`src/rtl/fpu_req_pkg.sv`:
```
// Shared types for the FPU request sequencer: FSM states, transfer descriptor
// and line geometry.
package fpu_req_pkg;

    localparam int D_ADDR_W   = 32;
    localparam int D_WIDTH_W  = 10;
    localparam int D_HEIGHT_W = 5;
    localparam int D_STRIDE_W = 19;

    localparam int LINE_SIZE         = 64;
    localparam int LINE_SHIFT        = $clog2(LINE_SIZE);
    localparam int MAX_LINES_PER_ROW = 512 / LINE_SIZE;

    typedef enum logic [2:0] {
        IDLE,
        WR_ISSUE,
        RD_ISSUE,
        RD_WAIT,
        WR_LAST,
        RD_LAST
    } state_t;

    typedef struct packed {
        logic [D_ADDR_W-1:0]   base;
        logic [D_WIDTH_W-1:0]  width;
        logic [D_HEIGHT_W-1:0] height;
        logic [D_STRIDE_W-1:0] stride;
    } desc_t;

endpackage

```
`src/rtl/fpu_rect_walker.sv`:
```
// Walks a height x width rectangle one memory line at a time: row/line
// counters, accumulated row base address and the per-line byte mask.
module fpu_rect_walker #(
    parameter int COL_WIDTH        = 10,
    parameter int MEM_BUFFER_WIDTH = 512,
    parameter int LINE_BYTES       = 64,
    parameter int ADDR_W           = 32,
    parameter int STRIDE_W         = 19
) (
    input  logic                                            clk,
    input  logic                                            rst,
    input  logic                                            load,
    input  logic                                            advance,
    input  logic [ADDR_W-1:0]                               base,
    input  logic [$clog2(MEM_BUFFER_WIDTH):0]               width,
    input  logic [$clog2(COL_WIDTH):0]                      height,
    input  logic [STRIDE_W-1:0]                             stride,
    output logic [ADDR_W-1:0]                               addr,
    output logic [LINE_BYTES-1:0]                           byte_en,
    output logic [$clog2(COL_WIDTH)-1:0]                    row,
    output logic [$clog2(MEM_BUFFER_WIDTH/LINE_BYTES)-1:0]  line,
    output logic                                            last
);

    localparam int WIDTH_W  = $clog2(MEM_BUFFER_WIDTH) + 1;
    localparam int HEIGHT_W = $clog2(COL_WIDTH) + 1;
    localparam int LSH      = $clog2(LINE_BYTES);

    logic [ADDR_W-1:0]     row_base;
    logic [WIDTH_W-1:0]    lines_per_row;
    logic [LSH-1:0]        rem;
    logic [LINE_BYTES-1:0] tail_mask;
    logic                  last_line;
    logic                  last_row;

    assign lines_per_row = (width + WIDTH_W'(LINE_BYTES - 1)) >> LSH;
    assign last_line     = (WIDTH_W'(line) == lines_per_row - WIDTH_W'(1));
    assign last_row      = (HEIGHT_W'(row) == height - HEIGHT_W'(1));
    assign last          = last_line && last_row;

    // A partial final line enables only the low (width mod LINE_BYTES) bytes.
    assign rem       = width[LSH-1:0];
    assign tail_mask = (LINE_BYTES'(1) << rem) - LINE_BYTES'(1);
    assign byte_en   = (last_line && rem != '0) ? tail_mask : '1;

    assign addr = row_base + (ADDR_W'(line) << LSH);

    always_ff @(posedge clk) begin
        if (rst) begin
            row_base <= '0;
            row      <= '0;
            line     <= '0;
        end else if (load) begin
            row_base <= base;
            row      <= '0;
            line     <= '0;
        end else if (advance) begin
            if (last_line) begin
                line     <= '0;
                row      <= row + 1'b1;
                row_base <= row_base + ADDR_W'(stride);
            end else begin
                line     <= line + 1'b1;
            end
        end
    end

endmodule

```
`src/rtl/fpu_req_sequencer.sv`:
```
// Turns FPU chunk-level read/write requests into line-sized memory
// transactions; writes drain before reads fill.
module fpu_req_sequencer
    import fpu_req_pkg::*;
#(
    parameter int COL_WIDTH        = 10,
    parameter int MEM_BUFFER_WIDTH = 512,
    parameter int LINE_BYTES       = LINE_SIZE,
    parameter int ADDR_W           = 32
) (
    input  logic                                            clk,
    input  logic                                            rst,
    input  logic                                            read,
    input  logic                                            write,
    input  logic [ADDR_W-1:0]                               read_address,
    input  logic [ADDR_W-1:0]                               write_address,
    input  logic [$clog2(MEM_BUFFER_WIDTH):0]               width,
    input  logic [$clog2(COL_WIDTH):0]                      height,
    input  logic [18:0]                                     row_stride,
    output logic                                            making_request,
    output logic                                            mem_req,
    output logic                                            mem_we,
    output logic [ADDR_W-1:0]                               mem_addr,
    output logic [LINE_BYTES-1:0]                           mem_byte_en,
    input  logic                                            mem_ready,
    input  logic                                            mem_rdata_valid,
    output logic [$clog2(COL_WIDTH)-1:0]                    buf_row,
    output logic [$clog2(MEM_BUFFER_WIDTH/LINE_BYTES)-1:0]  buf_line,
    output logic                                            rd_buf_we,
    output logic                                            wr_buf_re,
    output logic                                            overrun
);

    localparam int ROW_W  = $clog2(COL_WIDTH);
    localparam int LINE_W = $clog2(MEM_BUFFER_WIDTH / LINE_BYTES);

    state_t state, state_n;
    desc_t  rd_desc, wr_desc, walk_desc;
    logic   rd_pend, wr_pend;
    logic   rd_busy, wr_busy, rd_accept, wr_accept;
    logic   use_wr, zero_size, load, advance, buf_active;

    logic [ADDR_W-1:0]     walk_addr;
    logic [LINE_BYTES-1:0] walk_be;
    logic [ROW_W-1:0]      walk_row;
    logic [LINE_W-1:0]     walk_line;
    logic                  walk_last;

    // The *_LAST cycle retires its descriptor, so a same-type pulse there is new work.
    assign rd_busy   = rd_pend && (state != RD_LAST);
    assign wr_busy   = wr_pend && (state != WR_LAST);
    assign rd_accept = read && !rd_busy;
    assign wr_accept = write && !wr_busy;

    assign use_wr    = (state == IDLE) ? wr_pend : (state == WR_ISSUE || state == WR_LAST);
    assign walk_desc = use_wr ? wr_desc : rd_desc;
    assign zero_size = (walk_desc.width == '0) || (walk_desc.height == '0);

    assign making_request = read | write | rd_pend | wr_pend | (state != IDLE);

    always_ff @(posedge clk) begin
        if (rst) begin
            state   <= IDLE;
            rd_pend <= 1'b0;
            wr_pend <= 1'b0;
            rd_desc <= '0;
            wr_desc <= '0;
            overrun <= 1'b0;
        end else begin
            state <= state_n;
            if (rd_accept)
                rd_desc <= '{base: read_address, width: width, height: height, stride: row_stride};
            if (wr_accept)
                wr_desc <= '{base: write_address, width: width, height: height, stride: row_stride};
            rd_pend <= rd_accept ? 1'b1 : ((state == RD_LAST) ? 1'b0 : rd_pend);
            wr_pend <= wr_accept ? 1'b1 : ((state == WR_LAST) ? 1'b0 : wr_pend);
            if ((read && rd_busy) || (write && wr_busy))
                overrun <= 1'b1;
        end
    end

    always_comb begin
        state_n    = state;
        mem_req    = 1'b0;
        mem_we     = 1'b0;
        wr_buf_re  = 1'b0;
        rd_buf_we  = 1'b0;
        load       = 1'b0;
        advance    = 1'b0;
        buf_active = 1'b0;
        case (state)
            IDLE: begin
                if (wr_pend) begin
                    load    = 1'b1;
                    state_n = zero_size ? WR_LAST : WR_ISSUE;
                end else if (rd_pend) begin
                    load    = 1'b1;
                    state_n = zero_size ? RD_LAST : RD_ISSUE;
                end
            end
            WR_ISSUE: begin
                mem_req    = 1'b1;
                mem_we     = 1'b1;
                wr_buf_re  = 1'b1;
                buf_active = 1'b1;
                if (mem_ready) begin
                    advance = 1'b1;
                    if (walk_last)
                        state_n = WR_LAST;
                end
            end
            RD_ISSUE: begin
                mem_req    = 1'b1;
                buf_active = 1'b1;
                if (mem_ready)
                    state_n = RD_WAIT;
            end
            RD_WAIT: begin
                buf_active = 1'b1;
                if (mem_rdata_valid) begin
                    rd_buf_we = 1'b1;
                    advance   = 1'b1;
                    state_n   = walk_last ? RD_LAST : RD_ISSUE;
                end
            end
            WR_LAST, RD_LAST: state_n = IDLE;
            default:          state_n = IDLE;
        endcase
    end

    assign mem_addr    = mem_req ? walk_addr : '0;
    assign mem_byte_en = mem_req ? walk_be : '0;
    assign buf_row     = buf_active ? walk_row : '0;
    assign buf_line    = buf_active ? walk_line : '0;

    fpu_rect_walker #(
        .COL_WIDTH        (COL_WIDTH),
        .MEM_BUFFER_WIDTH (MEM_BUFFER_WIDTH),
        .LINE_BYTES       (LINE_BYTES),
        .ADDR_W           (ADDR_W),
        .STRIDE_W         (19)
    ) u_walker (
        .clk     (clk),
        .rst     (rst),
        .load    (load),
        .advance (advance),
        .base    (walk_desc.base),
        .width   (walk_desc.width),
        .height  (walk_desc.height),
        .stride  (walk_desc.stride),
        .addr    (walk_addr),
        .byte_en (walk_be),
        .row     (walk_row),
        .line    (walk_line),
        .last    (walk_last)
    );

endmodule

```
`config.mk`:
```
export PLATFORM = sky130hd
export DESIGN_NAME = fpu_req_sequencer
export DESIGN_NICKNAME = d
export VERILOG_FILES = /design/src/rtl/fpu_req_pkg.sv /design/src/rtl/fpu_rect_walker.sv /design/src/rtl/fpu_req_sequencer.sv
export SDC_FILE = /design/constraint.sdc
export NUM_CORES = 1
export LEC_CHECK = 0
export CORE_MARGIN = 10
export CORE_UTILIZATION = 54
export DETAILED_ROUTE_END_ITERATION = 8
export HOLD_SLACK_MARGIN = 0.1
export PLACE_DENSITY = 0.79
export SLEW_MARGIN = 0
export SYNTH_ARGS = -nofsm -noshare
export SYNTH_HDL_FRONTEND = slang
export SYNTH_HIERARCHICAL = 1
export SYNTH_SLANG_ARGS = --single-unit
```
`constraint.sdc`:
```
create_clock -name clk -period 6.7 [get_ports clk]
set_clock_uncertainty 0.05 [all_clocks]
set_input_delay 1.34 -clock clk [delete_from_list [all_inputs] [get_ports clk]]
set_output_delay 1.34 -clock clk [all_outputs]
set_load 0.02 [all_outputs]
```
## Word level (Yosys, flattened, before mapping)

Cells that the tools add are included.

| operators by class | value |
|---|---|
| add/sub/neg operators | 8 |
| equality and inequality tests | 14 |
| shift-type cells | 1 |
| muxes and demuxes | 35 |
| bitwise logic cells | 4 |
| reduce and logical (&&, ||, !) cells | 28 |

Operators with widths:

| cell | number |
|---|---|
| 2-to-1 mux 32 bit | 4 |
| 2-to-1 mux 64 bit | 2 |
| 2-to-1 mux 66 bit | 1 |
| left shift 1 x 6 -> 64 bit (first input constant) | 1 |
| subtractor 64 x 2 -> 64 bit (second input constant) | 1 |
| 2-to-1 mux 3 bit | 11 |
| adder 32 x 19 -> 32 bit | 1 |
| adder 32 x 9 -> 32 bit | 1 |
| 2-to-1 mux 1 bit | 14 |
| one-hot mux 3 bit (4 select lines) | 1 |
| adder 10 x 6 -> 10 bit (second input constant) | 1 |
| equality test 3 x 10 -> 1 bit | 1 |
| zero test 10 bit | 1 |
| inequality test 3 bit (second input constant) | 3 |
| logical AND 1 bit | 8 |
| inequality test 2 bit (second input constant) | 4 |
| nonzero test 2 bit | 4 |
| equality test 3 x 2 -> 1 bit (second input constant) | 2 |
| equality test 3 bit (second input constant) | 2 |
| nonzero test 6 bit | 1 |
| equality test 4 x 5 -> 1 bit | 1 |
| zero test 5 bit | 1 |
| AND reduction 5 bit | 1 |
| subtractor 4 x 1 -> 5 bit (second input constant) | 1 |
| 14 further kinds | 22 |

| word-level totals | value |
|---|---|
| register bits | 177 |
| output and inout bits | 109 |
| logic and storage cells | 105 |

## Longest topological paths before layout

Gate-level depths: netlist of the first run.

| logic depth | value |
|---|---|
| depth in word-level cells | 11 |
| gate-level depth with buffers | 20 |

## Cells and area by module

The synthesis of the first run kept the hierarchy.

Modules (own cells, without submodules):

| module | times used | cells each | area each (sq um) | seq. area each (sq um) |
|---|---|---|---|---|
| fpu_req_sequencer | 1 | 883 | 6,712.7 | 2,762.6 |
| fpu_rect_walker | 1 | 696 | 4,789.6 | 780.7 |

## Worst setup path after synthesis of the first run

Ideal clock, no wire load.

| timing | value |
|---|---|
| path type | flip-flop to output port |
| start | register wr_pend |
| end | output mem_byte_en[36] |
| arrival | 3.849 ns |
| data required time | 5.310 ns |
| setup slack | 1.461 ns |
| cell stages (with the launch flop) | 20 |
| path buffers | 4 |
| cell sequence | dfxtp_1 -> buf_6 -> nor3_4 -> nor2_2 -> buf_6 -> o221a_4 -> or4_4 -> o21ai_1 -> xor2_1 -> ha_1 -> xor2_1 -> xnor2_1 -> nor3_1 -> a31o_1 -> o211a_2 -> and2_1 -> buf_2 -> buf_2 -> o211ai_1 -> and2_1 |

RTL lines:

| what | line | text |
|---|---|---|
| start, declared | fpu_req_sequencer.sv:39 | `logic rd_pend, wr_pend;` |
| start signal, assigned | fpu_req_sequencer.sv:76 | `wr_pend <= wr_accept ? 1'b1 : ((state == WR_LAST) ? 1'b0 : wr_pend);` |
| end, declared | fpu_req_sequencer.sv:24 | `output logic [LINE_BYTES-1:0] mem_byte_en,` |

==> results of run 1 <==
cells in the mapped netlist (13+ instances only):
library cell and count:
a211oi_1 25, a21o_1 20, a21oi_1 173, and2_1 114
and3_1 13, clkbuf_1 96, dfxtp_1 177, ha_1 28
inv_1 30, mux2_2 54, nand2_1 372, nand3_1 20
nor2_1 81, nor2b_1 22, nor3_1 31, o211ai_1 15
o21ai_0 63, xnor2_1 42, xor2_1 23
flip-flops by register name, indices dropped and copies added (netlist names):
name and cells:
rd_desc 66, wr_desc 66, u_walker/row_base 32, u_walker/row 4, state 3, u_walker/line 3
overrun 1, rd_pend 1, wr_pend 1
power breakdown:
| group | leakage (nW) | internal (mW) | total (mW) | switching, mW |
|---|---|---|---|---|
| combinational | 3.76 | 2.60 | 6.22 | 3.63 |
| clock | 0.296 | 0.515 | 1.04 | 0.528 |
| sequential | 1.45 | 1.21 | 1.40 | 0.193 |
| total | 5.51 | 4.32 | 8.67 | 4.35 |
path summary, 6_finish.rpt:
kind                       startpoint                            endpoint  slack, ns
max              wr_pend$_SDFFE_PP0P_                     mem_byte_en[48]       0.31
min          rd_desc[49]$_SDFFE_PP0P_            rd_desc[49]$_SDFFE_PP0P_       0.40
max reg2reg     state[0]$_SDFFE_PP0P_  u_walker/row_base[25]$_SDFFE_PP0P_       1.97
min reg2reg  rd_desc[49]$_SDFFE_PP0P_            rd_desc[49]$_SDFFE_PP0P_       0.40
cell usage in the layout (no fill, tap or decap), types with 6 or more instances in the layout:
| cell | count |
|---|---|
| a211oi_1 | 25 |
| a21o_1 | 20 |
| a21oi_1 | 169 |
| a31oi_1 | 10 |
| and2_1 | 114 |
| and3_1 | 13 |
| buf_4 | 25 |
| clkbuf_16 | 17 |
| clkdlybuf4s50_1 | 211 |
| dfxtp_1 | 173 |
| ha_1 | 28 |
| inv_1 | 30 |
| mux2_2 | 54 |
| nand2_1 | 370 |
| nand2b_1 | 6 |
| nand3_1 | 20 |
| nor2_1 | 77 |
| nor2b_1 | 22 |
| nor3_1 | 31 |
| nor4_1 | 10 |
| o211a_1 | 6 |
| o211ai_1 | 15 |
| o21a_1 | 6 |
| o21ai_0 | 63 |
| o221a_2 | 9 |
| o221ai_1 | 9 |
| o31ai_1 | 9 |
| xnor2_1 | 42 |
| xor2_1 | 23 |
worst reg2reg max path: stages, from the launching register on:
cell	delay (ns)
dfxtp_2	0.50
buf_4	0.25
nand2_1	0.10
or3b_2	0.26
buf_4	0.58
mux2_2	0.48
ha_1	0.29
a21o_1	0.11
a21o_1	0.16
a211o_1	0.24
a21oi_1	0.18
a211oi_1	0.76
o2111ai_1	0.27
xor2_1	0.19
a211oi_1	0.23
per-layer routing:
layer / global-route usage [%] / vias to the layer above
met4: 6.703 / 0
met2: 42.18 / 420
li1: - / 5674
met3: 4.614 / 50
met1: 31.35 / 5518
met5: 0 / -
repair_timing:
item	CTS	global route
setup buffers	0	0
hold buffers	0	0
endpoints found under the setup margin	22	61
resized for setup	4	10
kinds of logic (layout without fill, tap and decap cells):
kind of cell | after synthesis | after routing
compound gates | 387 | 387
xor+xnor | 65 | 65
fa+ha+maj | 30 | 30
buf+inv | 157 | 301
flops | 177 | 177
mux | 58 | 58
other cells | 1 | 1
simple gates | 704 | 704
cell type report:
| type | instances | area, um2 | share of cell area [%] |
|---|---|---|---|
| Timing Repair Buffer | 237 | 2315 | 16.17 |
| Sequential cell | 177 | 3548 | 24.79 |
| Inverter | 32 | 120.1 | 0.8391 |
| Clock buffer | 17 | 425.4 | 2.972 |
| Multi-Input combinational cell | 1245 | 7370 | 51.48 |
| Tap cell | 275 | 344.1 | 2.404 |
| Clock inverter | 15 | 192.7 | 1.346 |
==> reports/results.ini, run 1 <==
[sta]
slew_headroom_pct=32.44
fin_tns_setup_ns=0
rsz0062_at_grt=false
finalSetupViolCount=0
timing.hold.ws_ns=0.4045
fin_crit_ns=6.394
hold_viol=0
max_freq_mhz=156.4
period_share_pct=95.43
tightest_slew_ns=1.012
setup_slack_ns=0.3063
report.final.slew_viol_count=0

[synthesis]
postSynthAreaPerCell_um2=7.285
synthArstFlopShare_pct=0
synth.area.mux_share_pct=5.635
ys_seq_area_share_pct=30.81
synth-compound-area-share_pct=20.94
ys_seq_elements=177
syn_area_um2=11500
synth.top_cells.by_area=dfxtp_1 (31%), nand2_1 (12%), a21oi_1 (7.5%)
synth_edf_count=0
ys_warn_count=6
yosys.area.top_type=dfxtp_1
synth_xor_area_share_pct=4.949
synth_top_area_share_pct=30.81
synth_nets=1713
synth_top_family_by_area=simple AND/OR/NAND/NOR gates
synth_flop_cell=dfxtp_1
synthSimpleGateAreaFrac_pct=28.51
synthAdderAreaFrac_pct=3.394
ys_types=75
synthCells=1579

[global_route]
grt_pass1_wl_mm=58.33
antenna_found_initial=0
grt_pass1_vias=11140
grt.total_usage_pct=24.80
grt_start_max_net_pins=88
grt_overflow=0

[die]
ios=213
core-area_um2=21020
die_x_um=165.9
dieArea_um2=27540
start_util_pct=54.72
row_count=53
chipHeight_um=165.9

[routing]
drtAntennaViolNets=0
dr.pass1.iters=5
met1_length_mm=15.56
dr_total_vias=11660
vias_per_cell=5.837
wl_per_cell_um=17.97
routed.top_layer=met4
wl_met3_mm=2.355
remaining_drc_errors=0
wl_met2_mm=17.29
drt_iter0_markers=1208
routed_wl_mm=35.90

[setup_path]
crit_family=simple AND/OR/NAND/NOR gates
cp_max_fo=10
cp_cell_sequence=nor3_4 > nor2_2 > o221a_2 > or4_4 > or3_4 > nand2_1 > ha_1 > xor2_1 > xnor2_1 > nor3_1 > a31o_1 > o211a_2 > and2_1 > inv_2 > a21oi_2 > o21ai_0 > and2_1 > clkdlybuf4s50_1
start_kind=flop
worst_path_max_delay_cell=or4_4
worstSetupPathType=reg2out
rr_worst_depth=14
path_buf_inv=2
critPathRequiredTime_ns=5.31
slowest_delay_ns=0.57
worstPathArrival_ns=5.00
critPathCaptureType=output port
path_common_cell=and2_1
critical_path_depth=18

[cells_and_area]
area_growth_pct=24.45
final_area_um2=14320
fin_cells=1998
layout.nets=1844
final_util_pct=68.10
n_antenna_cell=0
fillerInstances=1798
drive_gt1_share_pct=8.880

[placed_design]
dp_hpwl_mm=25.22
routabilityCongestion=0.9284
port_buffers=212
dp_slack_ns=0.2644
place_inst=1966
dpl_cell_area_um2=13660

[power_and_ir_drop]
power_density_nw_per_um2=605.5
irDropWorstVdd_mv=0.3149
leakage_nw=5.508
finalPower_mw=8.668

[job]
maxCapViolations=0

[cts]
cts_buffers=17
worstSkewPairLatency_ns=0.45
cts_root_buf=clkbuf_16
clock_sinks=177
clk_path_buf_depth=2
cts.clk_slew.worst_paths_ns=0.08
cts_tree=yes
htreeDepth=4

[min_path]
holdPathStages=2
hold_path.class=reg2reg

[run_status]
status=finished, final reports clean

(Power assumes the default switching activity.)
==> run 2: changes to the inputs <==
Settings changed: CORE_UTILIZATION 54 to 60, DONT_BUFFER_PORTS from default to 1, PLACE_DENSITY 0.79 to 0.73.
==> reports/results.ini, run 2 (synthesis results as in run 1) <==
[run_status]
status=finished, final reports clean

[cts]
clock_sinks=177
worstSkewPairLatency_ns=0.44
cts.clk_slew.worst_paths_ns=0.08
cts_tree=yes
cts_root_buf=clkbuf_16
postCtsSetupBuffers=0
clk_path_buf_depth=2
cts_buffers=17
htreeDepth=4

[job]
maxCapViolations=0

[routing]
drtAntennaViolNets=0
remaining_drc_errors=0
drt_iter0_markers=767
vias_per_cell=6.078
dr_total_vias=10580
dr.pass1.iters=6
wl_per_cell_um=19.07
routed_wl_mm=33.18

[global_route]
grt_overflow=0
grt_start_max_net_pins=165
grt.total_usage_pct=25.39
antenna_found_initial=0
grt_pass1_vias=9753
grt_pass1_wl_mm=51.64

[cells_and_area]
area_growth_pct=5.178
layout.nets=1627
fin_cells=1740
n_antenna_cell=0
final_cell_mix=nand2_1 (370), dfxtp_1 (175), a21oi_1 (171)
final_util_pct=64.46
drive_gt1_share_pct=9.363
largestRegisters=rd_desc (66), wr_desc (66), u_walker/row_base (32)
layout_commonest_cell=nand2_1

[sta]
slew_headroom_pct=34.19
rsz0062_at_grt=false
fin_tns_setup_ns=0
max_freq_mhz=157.2
report.final.slew_viol_count=0
hold_viol=0
finalSetupViolCount=0
period_share_pct=94.96
fin_crit_ns=6.362
tightest_slew_ns=0.9769

[setup_path]
worstSetupPathType=reg2out
start_kind=flop
worstPathArrival_ns=4.97
critPathRequiredTime_ns=5.31
critPathCaptureType=output port
cp_max_fo=38

[min_path]
hold_path.class=reg2reg

[power_and_ir_drop]
leakage_nw=4.698
power_density_nw_per_um2=607.8
irDropWorstVdd_mv=0.2693

[placed_design]
port_buffers=0
dp_hpwl_mm=23.06
routabilityCongestion=0.9198
place_inst=1708

[die]
ios=213
row_count=50
core-area_um2=18770
die_x_um=158.5
dieArea_um2=25110
chipHeight_um=158.5
start_util_pct=61.29

==> run 2: cell types whose count changed in the layout (fill, tap and decap cells not counted), moves of 2 or more <==
cell,previous run,this run
a21oi_1,169,171
a21oi_2,3,1
buf_4,25,20
clkdlybuf4s50_1,211,0
dfxtp_1,173,175
dfxtp_2,4,2
inv_8,4,2
nor2_1,77,79
==> run 2: what timing repair did <==
item                                    CTS  global route
hold buffers                              0             0
gates resized for setup                   0             4
endpoints found under the setup margin    0            59
==> run 2: power breakdown <==
group / switching [mW] / internal, mW
clock network: 0.524 / 0.525
registers: 0.198 / 1.21
logic: 3.32 / 1.58
==> run 2: layout make-up <==
| cell class | instances | area (um2) |
|---|---|---|
| tap | 234 | 292.8 |
| fill | 1726 | 6670 |
| clock inverter | 15 | 214.0 |
| inverter | 32 | 120.1 |
| multi-input combinational | 1245 | 7350 |
| timing repair buffer | 20 | 150.1 |
| sequential | 177 | 3546 |
| clock buffer | 17 | 425.4 |
==> run 2: worst max-delay path, stage by stage, from the launching register on <==
cell and delay (ns):
dfxtp_1 0.41, buf_4 0.25, nor3_4 0.24, nor2_4 0.11, o221a_2 0.31, or4_4 0.57
o21ai_1 0.33, xor2_1 0.19, ha_1 0.21, xor2_1 0.18, xnor2_1 0.10, nor3_1 0.18
a31o_1 0.18, o211a_2 0.27, and2_1 0.18, buf_4 0.33, o311ai_0 0.22, and2_1 0.26
==> run 2: layer usage <==
metal  up-vias  routed length (um)  track usage (%)
met5         -                   0                0
met4         0                 646            7.014
met3        39                2666            4.911
met2       394               15890            42.82
met1      4897               13980            32.32
li1       5246                   -                -
==> run 2: path summary, 6_finish.rpt <==
path / start / endpoint / slack [ns] / depth (start not counted)
max: state[2]$_SDFFE_PP0P_ / mem_byte_en[8] / 0.34 / 17
min: rd_desc[50]$_SDFFE_PP0P_ / rd_desc[50]$_SDFFE_PP0P_ / 0.40 / 2
max reg2reg: state[2]$_SDFFE_PP0P_ / u_walker/row_base[24]$_SDFFE_PP0P_ / 1.85 / 16
min reg2reg: rd_desc[50]$_SDFFE_PP0P_ / rd_desc[50]$_SDFFE_PP0P_ / 0.40 / 2
==> run 2: per-stage QoR <==
stage | power [mW] | setup WS (ns) | area [um2] | hold WS (ns)
finish | 7.354 | 0.3378 | 12100 | 0.4027
global route | 7.876 | 0.01435 | 12100 | 0.4154
CTS | 7.325 | 0.2105 | 12090 | 0.4000
detailed placement | 6.263 | 0.6949 | 11450 | 0.3924
global placement | 6.215 | 0.8892 | 11450 | 0.3884
floorplan | 5.389 | 1.461 | 11500 | 0.3829
==> run 3: changes to the inputs <==
Settings changed: CORE_MARGIN 10 to default, CTS_CLUSTER_SIZE from default to 24.
==> reports/results.ini, run 3 (synthesis results as in run 1) <==
[sta]
period_share_pct=94.61
finalSetupViolCount=0
rsz0062_at_grt=false
report.final.slew_viol_count=0
fin_tns_setup_ns=0
max_freq_mhz=157.8
hold_viol=0
tightest_slew_ns=0.9410
fin_crit_ns=6.339
slew_headroom_pct=36.89

[cells_and_area]
final_util_pct=64.45
final_area_um2=12100
largestRegisters=rd_desc (66), wr_desc (66), u_walker/row_base (32)
n_antenna_cell=0
area_growth_pct=5.157
drive_gt1_share_pct=9.483
final_cell_mix=nand2_1 (370), dfxtp_1 (177), a21oi_1 (171)
fin_cells=1742
layout.nets=1629
layout_commonest_cell=nand2_1

[routing]
routed_wl_mm=31.05
drtAntennaViolNets=0
dr.pass1.iters=4
dr_total_vias=10590
vias_per_cell=6.077
drt_iter0_markers=802
remaining_drc_errors=0
wl_per_cell_um=17.82

[die]
ios=213
dieArea_um2=19730
core-area_um2=18770
row_count=50
start_util_pct=61.29
die_x_um=140.5
chipHeight_um=140.5

[power_and_ir_drop]
power_density_nw_per_um2=604.4
leakage_nw=4.700
irDropWorstVdd_mv=0.2340
finalPower_mw=7.311

[cts]
cts_tree=yes
clock_sinks=177
cts_buffers=17
htreeDepth=4
clk_path_buf_depth=2
cts.clk_slew.worst_paths_ns=0.08
worstSkewPairLatency_ns=0.44
cts_root_buf=clkbuf_16
hold_buffers=0

[setup_path]
start_kind=flop
cp_max_fo=38
ff2ff_setup_slack_ns=1.79
worstPathArrival_ns=4.95
worstSetupPathType=reg2out
critPathRequiredTime_ns=5.31
critPathCaptureType=output port

[global_route]
grt_pass1_vias=9623
antenna_found_initial=0
grt.total_usage_pct=31.61
grt_overflow=0
grt_pass1_wl_mm=50.09
grt_start_max_net_pins=165

[job]
maxCapViolations=0

[placed_design]
port_buffers=0
dpl_cell_area_um2=11460
dp_hpwl_mm=21.08
place_inst=1710
routabilityCongestion=0.9339

[run_status]
status=finished, final reports clean

[min_path]
hold_path.class=reg2reg

-- run 3: cell types whose count changed in the layout (fill, tap and decap cells not counted), moves of 2 or more --
cell	delta
buf_4	+2
dfxtp_1	+2
dfxtp_2	-2
inv_12	-2
nor2_2	+2
-- run 3: per-stage QoR --
stage	hold slack [ns]	setup slack, ns
detailed placement	0.3915	0.7197
global route	0.4190	0.03218
floorplan	0.3829	1.461
CTS	0.4025	0.2281
global placement	0.3872	0.9783
finish	0.4047	0.3612
-- run 3: path summary, 6_finish.rpt --
kind                                                from                                  to  cells past startpoint
worst min register to register  rd_desc[61]$_SDFFE_PP0P_            rd_desc[61]$_SDFFE_PP0P_                      2
worst min-delay path            rd_desc[61]$_SDFFE_PP0P_            rd_desc[61]$_SDFFE_PP0P_                      2
worst max register to register     state[2]$_SDFFE_PP0P_  u_walker/row_base[25]$_SDFFE_PP0P_                     13
worst max-delay path               state[1]$_SDFFE_PP0P_                     mem_byte_en[38]                     15
-- run 3: final cells by class --
cell class | instances | area [um2]
inverter | 32 | 120.1
multi-input combinational | 1245 | 7351
fill | 1678 | 6673
clock inverter | 15 | 197.7
timing repair buffer | 22 | 165.2
clock buffer | 17 | 425.4
tap | 234 | 292.8
sequential | 177 | 3543
-- run 3: where the power goes --
group | internal, mW | total [mW] | switching, mW
registers | 1.21 | 1.40 | 0.189
clock network | 0.514 | 1.03 | 0.512
logic | 1.60 | 4.89 | 3.29
total | 3.32 | 7.31 | 3.99
-- run 3: routing by layer --
metal	vias to the layer above	part of all wire, %	GRT usage, %	wire [um]
met2	350	47	52.76	14750
met1	4940	44	40.84	13580
met3	49	6.3	5.675	1971
li1	5248	-	-	-
met4	0	2.4	11.44	749
met5	-	0	0	0
-- run 3: timing repair --
action                     CTS  global route
setup endpoints to repair    0            56
buffers inserted             0             0
gates resized for setup      0             3
-- run 3: critical path, stage by stage (launching register included) --
cell and delay [ns]:
dfxtp_1 0.73, nor2_2 0.25, o221a_2 0.34, or4_4 0.57
o21ai_2 0.25, xor2_1 0.20, ha_1 0.21, xor2_1 0.22
xnor2_1 0.12, nor3_1 0.18, a31o_1 0.20, o211a_2 0.27
and2_1 0.18, buf_4 0.33, o221ai_1 0.21, and2_1 0.25
